[src/rtl/alu_writeback_seq_pkg.sv]
// Shared datapath definitions: widths, writeback FSM states, flag indices.
// Used by the logic unit, branch unit and writeback sequencer.
package alu_writeback_seq_pkg;

    localparam int DATA_W = 16;
    localparam int REG_AW = 4;
    localparam int FLAG_W = 5;

    localparam int FLAG_ZA = 4;
    localparam int FLAG_ZB = 3;
    localparam int FLAG_EQ = 2;
    localparam int FLAG_GT = 1;
    localparam int FLAG_LT = 0;

    typedef enum logic [1:0] {
        WB_IDLE  = 2'd0,
        WB_WR_LO = 2'd1,
        WB_WR_HI = 2'd2
    } wb_state_e;

endpackage

[src/rtl/alu_writeback_seq_status_flag_reg.sv]
// Status-flag register: W bits, synchronous active-high reset, load enable.
// Ports: clk, rst, load (capture d), d (next flags), q (registered flags).
module status_flag_reg
    import alu_writeback_seq_pkg::*;
#(
    parameter int W = FLAG_W
) (
    input  logic         clk,
    input  logic         rst,
    input  logic         load,
    input  logic [W-1:0] d,
    output logic [W-1:0] q
);

    logic [W-1:0] flags_q;

    always_ff @(posedge clk) begin
        if (rst) begin
            flags_q <= '0;
        end else if (load) begin
            flags_q <= d;
        end
    end

    assign q = flags_q;

endmodule

[src/rtl/alu_writeback_seq.sv]
// Writeback sequencer: splits a 2*DATA_W execute result into one or two
// register-file writes and holds the status flags.
// Ports: in_* (execute handshake + payload), rf_* (write port),
// flags (status register), busy (write in progress).
module alu_writeback_seq
    import alu_writeback_seq_pkg::*;
(
    input  logic                clk,
    input  logic                rst,
    input  logic                in_valid,
    output logic                in_ready,
    input  logic [2*DATA_W-1:0] in_result,
    input  logic                in_wen,
    input  logic                in_wide,
    input  logic [REG_AW-1:0]   in_rd,
    input  logic                in_flag_we,
    input  logic [FLAG_W-1:0]   in_flags,
    output logic                rf_we,
    output logic [REG_AW-1:0]   rf_waddr,
    output logic [DATA_W-1:0]   rf_wdata,
    output logic [FLAG_W-1:0]   flags,
    output logic                busy
);

    wb_state_e           state_q, state_d;
    logic [DATA_W-1:0]   hi_q, hi_d;
    logic [REG_AW-1:0]   rd_q, rd_d;
    logic                wide_q, wide_d;
    logic                we_q, we_d;
    logic [REG_AW-1:0]   waddr_q, waddr_d;
    logic [DATA_W-1:0]   wdata_q, wdata_d;
    logic                accept;

    // Only the second beat of a wide write blocks the upstream stage.
    assign in_ready = !rst && !(state_q == WB_WR_LO && wide_q);
    assign accept   = in_valid && in_ready;

    always_comb begin
        state_d = WB_IDLE;
        hi_d    = hi_q;
        rd_d    = rd_q;
        wide_d  = wide_q;
        we_d    = 1'b0;
        waddr_d = waddr_q;
        wdata_d = wdata_q;
        if (state_q == WB_WR_LO && wide_q) begin
            state_d = WB_WR_HI;
            we_d    = 1'b1;
            waddr_d = rd_q + 1'b1;
            wdata_d = hi_q;
        end else if (accept) begin
            // Low write is issued from the inputs so it lands in N+1.
            state_d = WB_WR_LO;
            hi_d    = in_result[2*DATA_W-1:DATA_W];
            rd_d    = in_rd;
            wide_d  = in_wide && in_wen;
            we_d    = in_wen;
            waddr_d = in_rd;
            wdata_d = in_result[DATA_W-1:0];
        end
    end

    always_ff @(posedge clk) begin
        if (rst) begin
            state_q <= WB_IDLE;
            hi_q    <= '0;
            rd_q    <= '0;
            wide_q  <= 1'b0;
            we_q    <= 1'b0;
            waddr_q <= '0;
            wdata_q <= '0;
        end else begin
            state_q <= state_d;
            hi_q    <= hi_d;
            rd_q    <= rd_d;
            wide_q  <= wide_d;
            we_q    <= we_d;
            waddr_q <= waddr_d;
            wdata_q <= wdata_d;
        end
    end

    status_flag_reg #(
        .W (FLAG_W)
    ) u_flags (
        .clk  (clk),
        .rst  (rst),
        .load (accept && in_flag_we),
        .d    (in_flags),
        .q    (flags)
    );

    assign rf_we    = we_q;
    assign rf_waddr = waddr_q;
    assign rf_wdata = wdata_q;
    assign busy     = (state_q != WB_IDLE);

endmodule

[config.mk]
export PLATFORM = sky130hd
export DESIGN_NAME = alu_writeback_seq
export DESIGN_NICKNAME = d
export VERILOG_FILES = /design/src/rtl/alu_writeback_seq_pkg.sv /design/src/rtl/alu_writeback_seq_status_flag_reg.sv /design/src/rtl/alu_writeback_seq.sv
export SDC_FILE = /design/constraint.sdc
export NUM_CORES = 1
export LEC_CHECK = 0
export CAP_MARGIN = 20
export CORE_MARGIN = 1.5
export CORE_UTILIZATION = 30
export DETAILED_ROUTE_END_ITERATION = 12
export PLACE_DENSITY_LB_ADDON = 0.3
export SETUP_SLACK_MARGIN = 0.02
export SYNTH_ARGS = -nofsm -noshare
export SYNTH_HDL_FRONTEND = slang
export SYNTH_HIERARCHICAL = 1
export SYNTH_SLANG_ARGS = --single-unit
[constraint.sdc]
create_clock -name clk -period 1.52 [get_ports clk]
set_clock_uncertainty 0.1 [all_clocks]
set_input_delay 0.152 -clock clk [delete_from_list [all_inputs] [get_ports clk]]
set_output_delay 0.152 -clock clk [all_outputs]
set_load 0.005 [all_outputs]
==> impl_metrics.ini <==
[worst_setup_path]
worstPathRequired_ps = 1270
path_buf_inv = 1
crit_fanout = 2
worstPathArrival_ps = 1180
cp_slowest_stage_delay_ps = 520
critPathCaptureType = primary output
cp_top_family = buffers and inverters
critPathKind = reg -> out
cp_slowest_cell = clkdlybuf4s50_1
start_kind = register
path_cells = clkdlybuf4s50_1

[sta]
hold_viol = 0
fin_setup_tns_ps = 0
period_share_pct = 94.0
hold_ws_ps = 88.9
slew_headroom_pct = 52.6
finalCriticalPeriod_ps = 1430
setup_ws_ps = 91.6
setup_viol = 0
rsz0062_at_grt = false
tightest_slew_ps = 710
max_freq_mhz = 700
final_max_slew_viol_count = 0

[clock_tree]
cts_made_buffers = 5
post-cts-setup-buffers = 0
clockRootBuffer = clkbuf_8
cts_tree = done
clkSlewWorstSetupHoldPaths_ps = 90
clk_latency_ps = 300
cts_buffer_depth = 2
h-tree-depth = 2
cts_sinks = 49

[synth]
yosysTopAreaCellShare_pct = 45.6
netlist_top_cells_area = dfxtp_1 46%, mux2i_1 11%, a211oi_2 10%
netlist_area_sq_um = 2150
synth-xor-area-share_pct = 0.815
yosysMostFrequentCell = dfxtp_1
synth_nets = 245
yosysWarnings = 6
synth.avg_cell_area_sq_um = 10.9
synth_edf_count = 0
synth.distinct_cells = 27
synth-async-reset-ratio_pct = 0
synthMuxAreaShare_pct = 11.2
synth_top_family_by_area = compound AO/OA/AOI/OAI gates
synthTopCellsByCount = 49 x dfxtp_1, 25 x nor2_1, 23 x mux2i_1
synth_cells = 197
synth_adder_area_share_pct = 0.582
synth-simple-area-share_pct = 13.7
synth-main-ff-cell = dfxtp_1
yosys.area.top_type = dfxtp_1
synth_compound_gate_area_share_pct = 20.7
yosysSeqAreaShare_pct = 45.6
ys_ff_latch = 49

[power_and_ir_drop]
net-switching-power_mw = 0.648
p_seq_share_pct = 47.6
powerDensity_nw_per_um2 = 949
clkPwrFrac_pct = 36.9
leakagePower_nw = 1.35
ir_worst_vdd_v = 0.000417
switching_share_pct = 21.8
p_int_mw = 2.32
p_comb_share_pct = 15.5

[floorplanning]
start_util_pct = 31.3
fp-row-count = 30
die_y_microns = 87.6
die_w_microns = 87.6
die_area_sq_um = 7680
core_area_sq_um = 6870
io_pins = 75

[global_routing]
grt_pass1_wl_microns = 8020
grtUsageTotal_pct = 13.5
grt_max_degree = 37
antenna_found_initial = 0
grt_pass1_vias = 1671
grt.overflow.total = 0

[finish]
nets = 320
drive_above_1_share_pct = 17.9
synthToLayoutAreaGrowth_pct = 45.3
final_cells = 369
finalCoreUtilization_pct = 45.5
antenna-diode-count = 0
fill_cells = 680

[place]
hpwl_microns = 3570
dpl.cell_count = 361
port_buffers = 74
dp_slack_ps = -166
place.gp.congestion = 0.731

[hold_path]
hold_class = in -> reg

[status]
status = completed

[route]
ant_nets = 0
route.detailed.drc = 0
firstDrtPassIters = 4
drt_iter0_markers = 57
routed_via_density = 4.73
via_count = 1744
wire_per_inst_microns = 13.5
routed_wirelength_microns = 4980

[run]
drv_cap = 0
[registers in the layout, indices dropped and copies added (netlist names)]
register   count
hi_q          16
rf_wdata      16
u_flags/q      5
rd_q           4
rf_waddr       4
state_q        2
rf_we          1
wide_q         1
[power groups by stage]
stage | clock [mW] | sequential (mW) | combinational (mW)
detailed placement | 0 | 1.44 | 0.465
finish | 1.09 | 1.41 | 0.458
floorplan | 0 | 1.44 | 0.213
global placement | 0 | 1.44 | 0.459
CTS | 1.12 | 1.41 | 0.465
global route | 1.19 | 1.42 | 0.498
[per-stage QoR]
stage          total power [mW]  instance area, sq um
2_1_floorplan              1.65                  2150
3_3_place_gp               1.90                  2980
3_5_place_dp               1.91                  2980
4_1_cts                    3.00                  3120
5_1_grt                    3.11                  3120
6_report                   2.97                  3120
[per-layer routing]
layer,GRT usage [%],wire (microns),vias up
li1,-,-,863
met1,17.1,2320,819
met2,22.1,2280,55
met3,4.81,341,7
met4,3.03,38,0
met5,0,0,-
[final cells by class]
cell class                      instances  area (sq um)  share of cell area [%]
Multi-Input combinational cell        126          1010                    32.5
Sequential cell                        49           985                    31.5
Clock buffer                            5          68.8                    2.20
Inverter                                3          11.3                   0.361
Timing Repair Buffer                   87           858                    27.5
Clock inverter                          3          65.1                    2.08
Tap cell                               96           120                    3.85
[worst paths after layout]
kind / start / end / slack [ps] / cells after the start
hold / removal: rst / rf_waddr[0] / 90 / 2
setup reg to reg: state_q[1] / rd_q[1] / 190 / 4
hold reg to reg: hi_q[10] / hi_q[10] / 380 / 1
setup / recovery: rf_waddr[0] / rf_waddr[0] / 90 / 1
[cells by family after synthesis]
logic type,count (synthesis)
XOR/XNOR,2
multiplexers,24
adder cells (fa/ha/maj),1
AO/OA/AOI/OAI,45
flip-flops,49
AND/OR/NAND/NOR,54
buffers and inverters,22
[placed cells by master, fill, tap and decap left out, types with 2 or more instances in the layout]
| master | instances |
|---|---|
| buf_12 | 2 |
| a211oi_1 | 2 |
| inv_1 | 3 |
| clkdlybuf4s15_1 | 2 |
| buf_4 | 11 |
| mux2i_1 | 23 |
| dfxtp_2 | 3 |
| and3_1 | 21 |
| clkdlybuf4s50_1 | 71 |
| dfxtp_1 | 46 |
| clkbuf_8 | 5 |
| bufinv_16 | 2 |
| xor2_1 | 2 |
| a31o_1 | 20 |
| a211oi_2 | 18 |
| o21ai_1 | 2 |
| nor2_1 | 24 |
[repair_timing]
| action | 4_1_cts | 5_1_grt |
|---|---|---|
| endpoints found under the hold margin | 0 | 0 |
| gates cloned | 0 | 0 |
| gates resized for setup | 4 | 4 |
| pin swaps | 0 | 1 |
| endpoints found under the setup margin | 2 | 2 |
| hold buffers | 0 | 0 |
Power figures use the tool's default switching activity.
